<file path="src/rtl/game_sequencer.sv">
// Space invaders game-flow controller: attract, play, hit pause,
// wave clear and game over, with run gating and restart pulses.
module game_sequencer #(
  parameter int HIT_FRAMES   = 60,
  parameter int WAVE_FRAMES  = 120,
  parameter int NUM_INVADERS = 55,
  parameter int LEVEL_W      = 3
) (
  input  logic                    clk,
  input  logic                    rst,
  input  logic                    arst,
  input  logic                    frame,
  input  logic                    start,
  input  logic [1:0]              lives,
  input  logic [NUM_INVADERS-1:0] invaders,
  input  logic                    player_hit,
  output logic                    run,
  output logic                    game_rst,
  output logic                    wave_rst,
  output logic [LEVEL_W-1:0]      level,
  output logic [2:0]              state,
  output logic                    blink_en
);

  typedef enum logic [2:0] {
    ATTRACT    = 3'd0,
    PLAY       = 3'd1,
    HIT        = 3'd2,
    WAVE_CLEAR = 3'd3,
    GAME_OVER  = 3'd4
  } state_t;

  localparam logic [7:0] HIT_LOAD  = 8'(HIT_FRAMES);
  localparam logic [7:0] WAVE_LOAD = 8'(WAVE_FRAMES);
  localparam logic [LEVEL_W-1:0] LEVEL_MAX = '1;

  state_t             cur;
  state_t             nxt;
  logic [7:0]         cnt;
  logic [7:0]         cnt_n;
  logic [LEVEL_W-1:0] level_n;
  logic               armed;
  logic               armed_n;
  logic               start_q;
  logic               start_edge;
  logic               game_rst_n;
  logic               wave_rst_n;
  logic               run_n;
  logic               blink_n;
  logic               all_dead;

  assign start_edge = start & ~start_q;
  assign all_dead   = (invaders == '0);
  assign state      = cur;

  always_ff @(posedge clk) begin
    if (rst) begin
      cur      <= ATTRACT;
      cnt      <= '0;
      level    <= '0;
      armed    <= 1'b0;
      start_q  <= 1'b0;
      run      <= 1'b0;
      game_rst <= 1'b0;
      wave_rst <= 1'b0;
      blink_en <= 1'b1;
    end else begin
      cur      <= nxt;
      cnt      <= cnt_n;
      level    <= level_n;
      armed    <= armed_n;
      start_q  <= start;
      run      <= run_n;
      game_rst <= game_rst_n;
      wave_rst <= wave_rst_n;
      blink_en <= blink_n;
    end
  end

  always_comb begin
    nxt        = cur;
    cnt_n      = cnt;
    level_n    = level;
    armed_n    = armed;
    game_rst_n = 1'b0;
    wave_rst_n = 1'b0;
    if (arst) begin
      nxt        = ATTRACT;
      level_n    = '0;
      armed_n    = 1'b0;
      game_rst_n = 1'b1;
    end else begin
      unique case (cur)
        ATTRACT, GAME_OVER: begin
          if (start_edge) begin
            nxt        = PLAY;
            level_n    = '0;
            armed_n    = 1'b0;
            game_rst_n = 1'b1;
          end
        end
        PLAY: begin
          // An all-zero mask only counts once a frame has passed in PLAY,
          // so a grid still reloading is not mistaken for a cleared wave.
          if (player_hit) begin
            nxt   = HIT;
            cnt_n = HIT_LOAD;
          end else if (frame && all_dead && armed) begin
            nxt   = WAVE_CLEAR;
            cnt_n = WAVE_LOAD;
          end else if (frame) begin
            armed_n = 1'b1;
          end
        end
        HIT: begin
          if (frame) begin
            if (cnt == 8'd1) begin
              nxt     = (lives == 2'd0) ? GAME_OVER : PLAY;
              armed_n = 1'b0;
            end else begin
              cnt_n = cnt - 8'd1;
            end
          end
        end
        WAVE_CLEAR: begin
          if (frame) begin
            if (cnt == 8'd1) begin
              nxt        = PLAY;
              armed_n    = 1'b0;
              wave_rst_n = 1'b1;
              if (level != LEVEL_MAX)
                level_n = level + 1'b1;
            end else begin
              cnt_n = cnt - 8'd1;
            end
          end
        end
        default: nxt = ATTRACT;
      endcase
    end
    run_n   = (nxt == PLAY);
    blink_n = (nxt == ATTRACT) || (nxt == GAME_OVER);
  end

endmodule

</file>
<file path="config.mk">
export PLATFORM = sky130hd
export DESIGN_NAME = game_sequencer
export DESIGN_NICKNAME = d
export VERILOG_FILES = /design/src/rtl/game_sequencer.sv
export SDC_FILE = /design/constraint.sdc
export NUM_CORES = 1
export LEC_CHECK = 0
export BUFFER_PORTS_ARGS = -buffer_cell sky130_fd_sc_hd__buf_2
export CAP_MARGIN = 40
export CORE_ASPECT_RATIO = 1.2
export CORE_MARGIN = 1
export CORE_UTILIZATION = 40
export CTS_BUF_LIST = sky130_fd_sc_hd__clkbuf_8
export CTS_CLUSTER_DIAMETER = 50
export DETAILED_ROUTE_END_ITERATION = 6
export HOLD_SLACK_MARGIN = 0.03
export PLACE_DENSITY_LB_ADDON = 0.08
export SYNTH_ARGS = -nofsm -noshare
export SYNTH_HDL_FRONTEND = slang
export SYNTH_SLANG_ARGS = --single-unit
export TNS_END_PERCENT = 100
</file>
<file path="constraint.sdc">
create_clock -name clk -period 1.9 [get_ports clk]
set_clock_uncertainty 0.1 [all_clocks]
set_input_delay 0 -clock clk [delete_from_list [all_inputs] [get_ports clk]]
set_output_delay 0 -clock clk [all_outputs]
set_load 0.1 [all_outputs]
</file>
==> metrics.md, run 1 <==
| Metric | Value |
|---|---|
| Least-Margin Pin Slew | 0.5536 ns |
| Ranking of synthesized cells by area | dfxtp_1 34%, nor4_1 9.0%, nor2_1 5.7%, ha_1 4.2%, a21oi_1 3.8% |
| Final worst-path cycle share | 101.1% |
| Die Y | 61.62 µm |
| Net count after synthesis | 216 |
| Number of synthesized flops with an enable pin | 0 |
| Syn. warnings | 0 |
| FMAX | between 500 and 600 MHz |
| Final Hold Vio Count | 0 |
| Rel. slew slack | 62.75% |
| DRT Pass-1 Iters | 4 |
| Synth cell types | 38 |
| I/O pin cnt | 73 |
| HP Class | input port to flop |
| Async SR Flop Fraction | 0% |
| Post-Syn Area | 0.001185 mm² |
| R2R Setup Slk | -0.02 ns |
| R2R depth | 7 |
| CTS root buf | clkbuf_8 |
| ANT nets after route | 0 |
| Mux cell area share after synthesis | roughly 1.7% |
| Detail Placement HPWL | 2854 µm |
| Worst flop-to-flop path endpoint | cnt[1]$_SDFFE_PP0P_ |
| H-tree depth | 1 |
| ANT cells | 0 |
| Hold Path Sink | state[0]$_SDFF_PP0_ |
| Slew Viols, Final | 0 |
| #FFs+latches synth | 20 |
| Setup TNS | -0.04048 ns |
| Largest family of logic cells by synthesized area | simple AND/OR/NAND/NOR gates |
| Routed len/inst | approximately 14 µm |
| Total Power | 923.7 µW |
| Vias in the first global route | 1346 |
| Core box area | 0.002811 mm² |
| Failing checks | negative setup slack |
| Outcome | finished with violations |
| Crit path from | armed$_SDFFE_PP0P_ |
| Gate Count Post-Synth | 149 |
| Compound-cell area share of the yosys netlist | 18.59% |
| Most common cell in the synthesized netlist | dfxtp_1 |
| Top cell type's share of synthesized area | 33.79% |
| Power Dens Cells | 465.7 mW/mm² |
| Inst Count DP | 266 |
| Leak | 0.0008718 µW |
| Worst setup margin | -0.02146 ns |
| Clock transition at path regs | about 0.080 ns |
| Die Wd | 51.69 µm |
| RSZ-0062 raised after global routing | true |
| DRC viols | 0 |
| Minimum clock period | 1.921 ns |
| Setup WS pre-CTS | -0.1189 ns |
| Die area | between 0.003 and 0.004 mm² |
| Post-synthesis xor/xnor area fraction | 0% |
| Routability cong. | about 0.84 |
| CTS buffer count | 3 |
| Hold Crit Start | lives[0] |
| Initial antenna violation count | 0 |
| Layout Utilization | a little over two thirds |
| Routed wire length | approximately 3900 µm |
| First-pass GRT wire length | about 5600 µm |
| Worst-Skew Late Latency | ~0.26 ns |
| DR iter-0 viols | 38 |
| Worst hold path depth | 3 |
| Worst-path fanout max | 6 |
| Worst Path Required | 1.99 ns |
| Critical Path Start Type | flop |
| GRT Residual Overflow | 0 |
| RR Startpoint | armed$_SDFFE_PP0P_ |
| Post-synthesis sequential area ratio | between 30% and 40% |
| Initial core utilization | 42.15% |
| Vias per Instance | roughly 5.6 |
| Clk buf depth | 2 |
| Final setup fails | 2 |
| Area Growth Syn to Fin | 67.37% |
| Via count | about 1600 |
| Max Cap Violations | 0 |
| Post-Synth Adder-Cell Area | 4.224% |
| Critical Path AT | 2.01 ns |
| Layout fillers | roughly 220 |
| Simple-gate share of the synthesized area | between 30% and 40% |
| Element type at the critical path end | flop |
| Total track usage | 23.89% |
| Max VDD drop | 0.4202 mV |
| Critical path class | flop to flop |
| Synth area leader | dfxtp_1 |
| CTS tree | built |
| # clock sinks | 20 |
| Largest net degree at the start of global routing | 15 |
| Rows | 21 |
| Nets | 315 |
| Buffers added on ports | 72 |
| Fin cells | 281 |
| Share of cells above drive strength 1 | roughly 52% |
| Top cells by count, synth | 20 x dfxtp_1, 18 x nor2_1, 17 x nor4_1, 9 x a21oi_1, 8 x nand2_1 |
| Avg Synthesized Cell Area | 7.952 µm² |
| Top FF cell, synth | dfxtp_1 |
-- through the flow --
stage                     area, µm²  hold slack [ns]
after detailed placement       1714           0.1634
after global placement         1714           0.1363
final                          1983          0.02855
after CTS                      1894          0.04005
after global routing           1983          0.05332
after floorplan                1211          0.02067
-- placed cells by master, fill, tap and decap left out, types with 4 or more instances in the layout --
master | Yosys | routed
nand4_1 | 4 | 4
a21oi_2 | 1 | 4
nand2b_1 | 4 | 4
nor2_1 | 18 | 16
o21ai_0 | 6 | 4
dfxtp_2 | 0 | 5
nor2b_1 | 5 | 5
buf_2 | 1 | 72
dfxtp_1 | 20 | 12
a21oi_1 | 9 | 6
inv_1 | 5 | 4
buf_4 | 0 | 19
nor3_1 | 5 | 5
dlygate4sd3_1 | 0 | 8
nand2_1 | 8 | 7
nor4_1 | 17 | 14
-- timing repair --
| action | in CTS | in global routing |
|---|---|---|
| endpoints found under the hold margin | 11 | 0 |
| pin swaps | 9 | 9 |
| buffers inserted | 3 | 1 |
| resized for setup | 6 | 22 |
| setup endpoints to repair | 8 | 12 |
| hold buffers | 8 | 0 |
-- cells by family after synthesis --
family                     count (synthesis)
DFF                                       20
AOI/OAI and AO/OA                         33
adders and majority gates                  4
buffers and inverters                     11
muxes                                      2
and+or+nand+nor                           79
-- metal layers --
layer	vias to the layer above	global-route usage [%]	share of wire [%]
met2	68	48.05	52
met5	-	0	0
li1	763	-	-
met4	0	8.880	1.3
met1	728	25.34	41
met3	6	2.469	5.9
-- flip-flops by register name, indices dropped and copies added (netlist names) --
register,count
level,3
run,1
start_q,1
armed,1
cnt,8
state,3
game_rst,1
wave_rst,1
blink_en,1
-- power by group --
part	internal, µW	leakage (µW)	switching (µW)	total (µW)
clock network	144	0.0000231	145	289
logic	96.0	0.000681	108	204
registers	424	0.000167	5.74	430
-- critical path: stages, from the launching register on --
cell and delay [ns]:
dfxtp_2 0.33, nor4bb_2 0.18, nand4_1 0.14, buf_4 0.17, nor4_4 0.33, o21ai_4 0.12
or3_4 0.34, a21oi_2 0.14
-- worst max-delay path by stage --
stage,end,slack [ns],cells after the start
5_1_grt,cnt[1]$_SDFFE_PP0P_,-0.11,7
6_report,cnt[1]$_SDFFE_PP0P_,-0.02,7
3_3_place_gp,cnt[1]$_SDFFE_PP0P_,-0.06,7
3_5_place_dp,cnt[1]$_SDFFE_PP0P_,-0.12,7
2_1_floorplan,cnt[6]$_SDFFE_PP0P_,-0.02,8
4_1_cts,cnt[1]$_SDFFE_PP0P_,-0.006,7
-- final cells by class --
cell class,instances,area [µm²],area share [%]
sequential,20,417.9,21.07
inverter,5,18.77,0.9464
clock buffer,3,41.29,2.082
timing repair buffer,100,594.3,29.97
clock inverter,1,3.754,0.1893
tap,34,42.54,2.145
multi-input combinational,118,864.6,43.60
No activity file was read; power rests on OpenSTA's default activity.
==> run 2: changes to the inputs <==
--- a/config.mk
+++ b/config.mk
@@ -5,14 +5,14 @@
 export SDC_FILE = /design/constraint.sdc
 export NUM_CORES = 1
 export LEC_CHECK = 0
-export BUFFER_PORTS_ARGS = -buffer_cell sky130_fd_sc_hd__buf_2
 export CAP_MARGIN = 40
 export CORE_ASPECT_RATIO = 1.2
 export CORE_MARGIN = 1
-export CORE_UTILIZATION = 40
+export CORE_UTILIZATION = 58
 export CTS_BUF_LIST = sky130_fd_sc_hd__clkbuf_8
 export CTS_CLUSTER_DIAMETER = 50
 export DETAILED_ROUTE_END_ITERATION = 6
+export DONT_BUFFER_PORTS = 1
 export HOLD_SLACK_MARGIN = 0.03
 export PLACE_DENSITY_LB_ADDON = 0.08
 export SYNTH_ARGS = -nofsm -noshare
==> run 2 against run 1 <==
Against the previous run: the flow finishes with violations (negative hold slack, negative setup slack); sequential share of layout area grew 4.1 points; critical path type unchanged; register-to-register slack lost 0.13 ns; total power down 7.4%; sequential power up 0.9%; flip-flop and latch count stayed put.
==> metrics.md, run 2 (synthesized netlist as in run 1, its figures left out) <==
| Metric | Value |
|---|---|
| Largest register by flop count | cnt |
| ANT cells | 0 (unchanged) |
| Hold Path Sink | cnt[0]$_SDFFE_PP0P_ |
| R2R depth | 11 (+4) |
| First-pass GRT wire length | 6009 µm (+7.1%) |
| ANT nets after route | 0 (unchanged) |
| Power Dens Cells | 515.3 mW/mm² (+11%) |
| GRT Residual Overflow | 0 (unchanged) |
| Share of cells above drive strength 1 | 32.42% (-19 points) |
| Outcome | finished with violations |
| Vias in the first global route | 1351 (+0.37%) |
| Least-Margin Pin Slew | 0.5972 ns (+0.04356 ns) |
| FMAX | 486.6 MHz (-6.5%) |
| DR iter-0 viols | 95 (+150%) |
| Worst Path Required | 1.94 ns (-0.05 ns) |
| Final Hold Vio Count | 8 (+8) |
| CP max stage delay | 0.34 ns (about the same) |
| Critical Path Start Type | flop |
| Most frequent cells in the layout | 25 x buf_4, 16 x nor2_1, 15 x nor4_1 |
| Rel. slew slack | 59.82% (-2.9 points) |
| Final worst-path cycle share | 108.2% (+7.0 points) |
| Buffers added on ports | 0 (-100%) |
| Via count | 1479 (-5.5%) |
| DRT Pass-1 Iters | 4 (unchanged) |
| Clk buf depth | 2 (unchanged) |
| Max Cap Violations | 0 (unchanged) |
| WHS | -0.3105 ns (-0.3390 ns) |
| Critical Path AT | 2.10 ns (+0.09 ns) |
| Failing checks | negative hold slack, negative setup slack |
| Total Power | 855.0 µW (-7.4%) |
| RSZ-0062 raised after global routing | true |
| Initial core utilization | 63.30% (+21 points) |
| Crit path max-delay family | buffers and inverters |
| Rows | 17 (-19%) |
| Critical path class | flop to flop |
| H-tree depth | 1 (unchanged) |
| Clock transition at path regs | 0.08 ns (about the same) |
| Detail Placement HPWL | 2638 µm (-7.6%) |
| Crit-path most repeated cell | buf_4 |
| Largest register FFs | 8 (unchanged) |
| Total track usage | 36.16% (+12 points) |
| R2R Setup Slk | -0.16 ns (-0.13 ns) |
| Slowest-stage cell, CP | dfxtp_2 |
| Worst hold path depth | 1 (-2) |
| Slew Viols, Final | 0 (unchanged) |
| # clock sinks | 20 (unchanged) |
| Vias per Instance | 7.358 (+32%) |
| RR Startpoint | cnt[1]$_SDFFE_PP0P_ |
| Routed len/inst | 22.01 µm (+57%) |
| Largest net degree at the start of global routing | 15 (unchanged) |
| DRC viols | 0 (unchanged) |
| Leading cell type in the layout, fill and taps excluded | buf_4 |
| Core box area | 0.001872 mm² (-33%) |
| Initial antenna violation count | 0 (unchanged) |
| Leak | 0.0006174 µW (-29%) |
| CTS root buf | clkbuf_8 |
| Worst setup margin | -0.1551 ns (-0.1337 ns) |
| Final setup fails | 9 (+7) |
| CTS buffer count | 3 (unchanged) |
| Minimum clock period | 2.055 ns (+0.1337 ns) |
| Die Wd | 43.26 µm (-16%) |
| Routed wire length | 4424 µm (+12%) |
| Nets | 250 (-21%) |
| Element type at the critical path end | flop |
| Max VDD drop | 0.5061 mV (+20%) |
| CTS tree | built |
| Area Growth Syn to Fin | 40.02% |
| Setup WS pre-CTS | -0.1349 ns (-0.01593 ns) |
| Worst-path fanout max | 5 (-1) |
| Die Y | 51.51 µm (-16%) |
| Worst flop-to-flop path endpoint | cnt[6]$_SDFFE_PP0P_ |
| HP Class | input port to flop |
| Buffers and inverters on the worst path | 4 (+3) |
| Hold Crit Start | rst |
| Worst-Skew Late Latency | 0.26 ns (about the same) |
| Die area | 0.002228 mm² (-30%) |
| Routability cong. | 0.9121 (+8.3%) |
| CP Cell Sequence | inv_2 -> ha_4 -> nor4b_4 -> buf_4 -> nand3b_1 -> a21o_1 -> buf_4 -> o21ai_4 -> buf_6 -> mux2i_1 -> o21ai_1 |
| I/O pin cnt | 73 (unchanged) |
| Hold bufs inserted after CTS | 9 (+1) |
==> run 2: cell types whose count changed in the layout (fill, tap and decap cells not counted), moves of 2 or more <==
cell     change
nor3_1       -2
buf_2       -72
buf_4        +6
a21oi_1      +2
nor3_2       +2
a21oi_2      -2
==> run 2: what timing repair did <==
action / CTS / global route
setup endpoints to repair: 12 / 13
setup buffers: 3 / 1
endpoints found under the hold margin: 19 / 8
pin swaps: 7 / 7
resized for setup: 13 / 14
==> run 2: final cells by class <==
type | instances | area (µm²)
Clock buffer | 3 | 41.29
Tap cell | 19 | 23.77
Timing Repair Buffer | 35 | 289.0
Clock inverter | 1 | 3.754
Inverter | 5 | 18.77
Fill cell | 76 | 212.7
Multi-Input combinational cell | 118 | 864.6
Sequential cell | 20 | 417.9
==> run 2: worst reg2reg max path, cell delays in order, from the launching register on <==
cell and delay, ns:
dfxtp_2 0.34, inv_2 0.08, ha_4 0.13, nor4b_4 0.22
buf_4 0.16, nand3b_1 0.07, a21o_1 0.17, buf_4 0.14
o21ai_4 0.08, buf_6 0.13, mux2i_1 0.24, o21ai_1 0.09
==> run 2: worst max-delay path by stage <==
stage                        startpoint  cells past startpoint  slack, ns             endpoint
floorplan           state[2]$_SDFF_PP0_                      8      -0.02  cnt[6]$_SDFFE_PP0P_
global placement     armed$_SDFFE_PP0P_                      7      -0.05  cnt[1]$_SDFFE_PP0P_
detailed placement   armed$_SDFFE_PP0P_                      6      -0.13  blink_en$_SDFF_PP1_
CTS                 cnt[1]$_SDFFE_PP0P_                      9      -0.06  cnt[4]$_SDFFE_PP0P_
global route        cnt[0]$_SDFFE_PP0P_                      8      -0.23  cnt[4]$_SDFFE_PP0P_
finish              cnt[1]$_SDFFE_PP0P_                     11      -0.16  cnt[6]$_SDFFE_PP0P_
==> run 2: stage by stage <==
| step | util [%] | instance area, µm² | instances | hold WS, ns | TNS [ns] |
|---|---|---|---|---|---|
| floorplan | - | 1211 | 149 | 0.02067 | -0.01574 |
| global placement | 73.33 | 1373 | 184 | -0.02875 | -0.1044 |
| detailed placement | 73.33 | 1373 | 184 | -0.02698 | -0.5776 |
| CTS | 85.29 | 1597 | 200 | -0.3013 | -0.06188 |
| global route | 88.64 | 1659 | 201 | -0.3177 | -1.316 |
| finish | 88.64 | 1659 | 201 | -0.3105 | -0.4979 |
==> run 2: where the power goes <==
part / leakage (µW) / switching [µW] / internal (µW)
Clock: 0.0000269 / 137 / 144
Sequential: 0.000167 / 9.94 / 424
Combinational: 0.000423 / 84.7 / 54.8
==> run 2: routing by layer <==
metal,vias up,GRT usage [%],part of all wire [%],wire [µm]
met1,673,39.82,34,1494
met2,149,65.67,52,2315
met5,-,0,0,0
met3,25,6.944,9.1,401
met4,0,16.67,4.8,212
li1,632,-,-,-
==> run 3: changes to the inputs <==
--- a/config.mk
+++ b/config.mk
@@ -15,6 +15,7 @@
 export DONT_BUFFER_PORTS = 1
 export HOLD_SLACK_MARGIN = 0.03
 export PLACE_DENSITY_LB_ADDON = 0.08
+export RECOVER_POWER = 25
 export SYNTH_ARGS = -nofsm -noshare
 export SYNTH_HDL_FRONTEND = slang
 export SYNTH_SLANG_ARGS = --single-unit
==> run 3 against run 2 <==
Against the previous run: the run still ends with negative hold slack, negative setup slack left; setup slack lost 0.0029 ns; utilization shrank 0.60 points; combinational power about the same; clock power about the same; cell count is the same; clock-buffer cell count unchanged; sequential share of layout area up 0.17 points; routed wire length up 0.36%.
==> metrics.md, run 3 (synthesized netlist as in run 1, its figures left out) <==
| Metric | Value |
|---|---|
| FMAX | 485.9 MHz (-0.14%) |
| Vias per Instance | 7.284 (-1.0%) |
| Rel. slew slack | 22.05% (-38 points) |
| Element type at the critical path end | flop |
| Leading cell type in the layout, fill and taps excluded | buf_4 |
| Minimum clock period | 2.058 ns (+0.002853 ns) |
| Sequential share of power | 51.0% (+0.2 points) |
| ANT nets after route | 0 (unchanged) |
| Cell Area, Placed | 0.001373 mm² (unchanged) |
| Routed wire length | 4440 µm (+0.36%) |
| Final worst-path cycle share | 108.3% (+0.15 points) |
| Final setup fails | 9 (unchanged) |
| Routed len/inst | 22.09 µm (+0.36%) |
| P_sw | 230.1 µW (-0.76%) |
| Die Wd | 43.26 µm (unchanged) |
| First-pass GRT wire length | 6009 µm (unchanged) |
| RSZ-0062 raised after global routing | true |
| CP Cell Sequence | inv_2 -> ha_4 -> nor4b_4 -> buf_4 -> nand3b_1 -> a21o_1 -> buf_4 -> o21ai_4 -> buf_6 -> mux2i_1 -> o21ai_1 |
| CTS tree | built |
| Hold bufs inserted after CTS | 9 (unchanged) |
| Rows | 17 (unchanged) |
| H-tree depth | 1 (unchanged) |
| # clock sinks | 20 (unchanged) |
| HP Class | input port to flop |
| Outcome | finished with violations |
| DRT Pass-1 Iters | 4 (unchanged) |
| Worst-path fanout max | 5 (unchanged) |
| CTS root buf | clkbuf_8 |
| Power Dens Cells | 516.4 mW/mm² (+0.20%) |
| GRT Residual Overflow | 0 (unchanged) |
| Initial antenna violation count | 0 (unchanged) |
| Sw Ratio | 27.04% (-0.077 points) |
| Initial core utilization | 63.30% (unchanged) |
| Least-Margin Pin Slew | 1.174 ns (+0.5770 ns) |
| Routability cong. | 0.9121 (unchanged) |
| Core box area | 0.001872 mm² (unchanged) |
| CP max stage delay | 0.34 ns (about the same) |
| ANT cells | 0 (unchanged) |
| Slew Viols, Final | 0 (unchanged) |
| Register Area | 417.9 µm² (unchanged) |
| Worst hold path depth | 1 (unchanged) |
| Multi-input gate area | 864.6 µm² (unchanged) |
| Total track usage | 36.16% (unchanged) |
| Share of cells above drive strength 1 | 30.77% (-1.6 points) |
| Detail Placement HPWL | 2638 µm (unchanged) |
| Buffers added on ports | 0 (unchanged) |
| Final Hold Vio Count | 8 (unchanged) |
| Via count | 1464 (-1.0%) |
| Worst Path Required | 1.94 ns (about the same) |
| Setup WS pre-CTS | -0.1349 ns (unchanged) |
| DR iter-0 viols | 81 (-15%) |
| I/O pin cnt | 73 (unchanged) |
| Clk buf depth | 2 (unchanged) |
| Leak | 0.0006062 µW (-1.8%) |
| Clock network power share | 32.8% (about the same) |
| Vias in the first global route | 1351 (unchanged) |
| Worst setup margin | -0.1580 ns (-0.002853 ns) |
| Inst Count DP | 184 (unchanged) |
| Logic pwr share | 16.1% (-0.2 points) |
| Critical path class | flop to flop |
| Largest net degree at the start of global routing | 15 (unchanged) |
| Worst-Skew Late Latency | 0.26 ns (about the same) |
| Max Cap Violations | 0 (unchanged) |
| Slowest-stage cell, CP | dfxtp_2 |
| Largest register by flop count | cnt |
| DRC viols | 0 (unchanged) |
| Failing checks | negative hold slack, negative setup slack |
| Largest register FFs | 8 (unchanged) |
| Fin cells | 201 (unchanged) |
| CTS buffer count | 3 (unchanged) |
| Die area | 0.002228 mm² (unchanged) |
| Die Y | 51.51 µm (unchanged) |
| R2R depth | 11 (unchanged) |
| Crit-path most repeated cell | buf_4 |
| Int Pwr | 620.8 µW (-0.37%) |
| Max VDD drop | 0.5045 mV (-0.32%) |
| Most frequent cells in the layout | 22 x buf_4, 16 x nor2_1, 15 x nor4_1 |
| Clock transition at path regs | 0.08 ns (about the same) |
| Critical Path Start Type | flop |
| Area Growth Syn to Fin | 39.07% |
| Post-route cell area | 0.001648 mm² (-0.68%) |
| WHS | -0.3080 ns (+0.002459 ns) |
| Nets | 250 (unchanged) |
| Critical Path AT | 2.10 ns (about the same) |
| Layout fillers | 80 (+5.3%) |
## run 3: changes by cell type in the layout (fill, tap and decap cells not counted)
cell and change:
buf_4 -3, clkbuf_1 +3
## run 3: area by class of cell
type / instances / share of cell area (%)
clock buffers: 3 / 2.506
repair buffers: 35 / 16.86
clock inverters: 1 / 0.2278
inverters: 5 / 1.139
multi-input cells: 118 / 52.47
well taps: 19 / 1.443
flip-flops and latches: 20 / 25.36
## run 3: routing by layer
layer / global-route usage [%] / wire (µm) / vias up
met5: 0 / 0 / -
met4: 16.67 / 227 / 0
met3: 6.944 / 422 / 25
met2: 65.67 / 2294 / 131
met1: 39.82 / 1495 / 676
li1: - / - / 632
## run 3: path summary, 6_finish.rpt
path                                     startpoint             endpoint  slack (ns)
worst max-delay path            cnt[1]$_SDFFE_PP0P_  cnt[6]$_SDFFE_PP0P_       -0.16
worst max register to register  cnt[1]$_SDFFE_PP0P_  cnt[6]$_SDFFE_PP0P_       -0.16
worst min register to register   armed$_SDFFE_PP0P_   armed$_SDFFE_PP0P_        0.45
worst min-delay path                            rst  cnt[0]$_SDFFE_PP0P_       -0.31
## run 3: critical path, delay by kind of cell (launching register included)
family	cells	cell delay [ns]
AOI/OAI and AO/OA	3	0.34
adders and majority gates	1	0.12
buffers and inverters	4	0.51
DFF	1	0.34
muxes	1	0.25
and+or+nand+nor	2	0.29
## run 3: timing repair
action	4_1_cts	5_1_grt
setup buffers	3	1
endpoints found under the setup margin	12	13
endpoints found under the hold margin	19	8
pin swaps	7	7
resized for setup	13	14
gates cloned	0	0
## run 3: power by group through the flow
stage	logic (µW)	clock network, µW	registers (µW)
3_3_place_gp	105	0	442
6_report	137	279	434
3_5_place_dp	107	0	442
4_1_cts	128	280	433
2_1_floorplan	53.5	0	473
5_1_grt	143	296	435
## run 3: stage by stage
stage	util [%]	setup TNS (ns)	total power [µW]
floorplan	-	-0.01574	526.5
global placement	73.33	-0.1044	546.7
detailed placement	73.33	-0.5776	548.6
CTS	85.29	-0.06188	840.8
global route	88.03	-1.316	874.1
finish	88.03	-0.4930	850.9
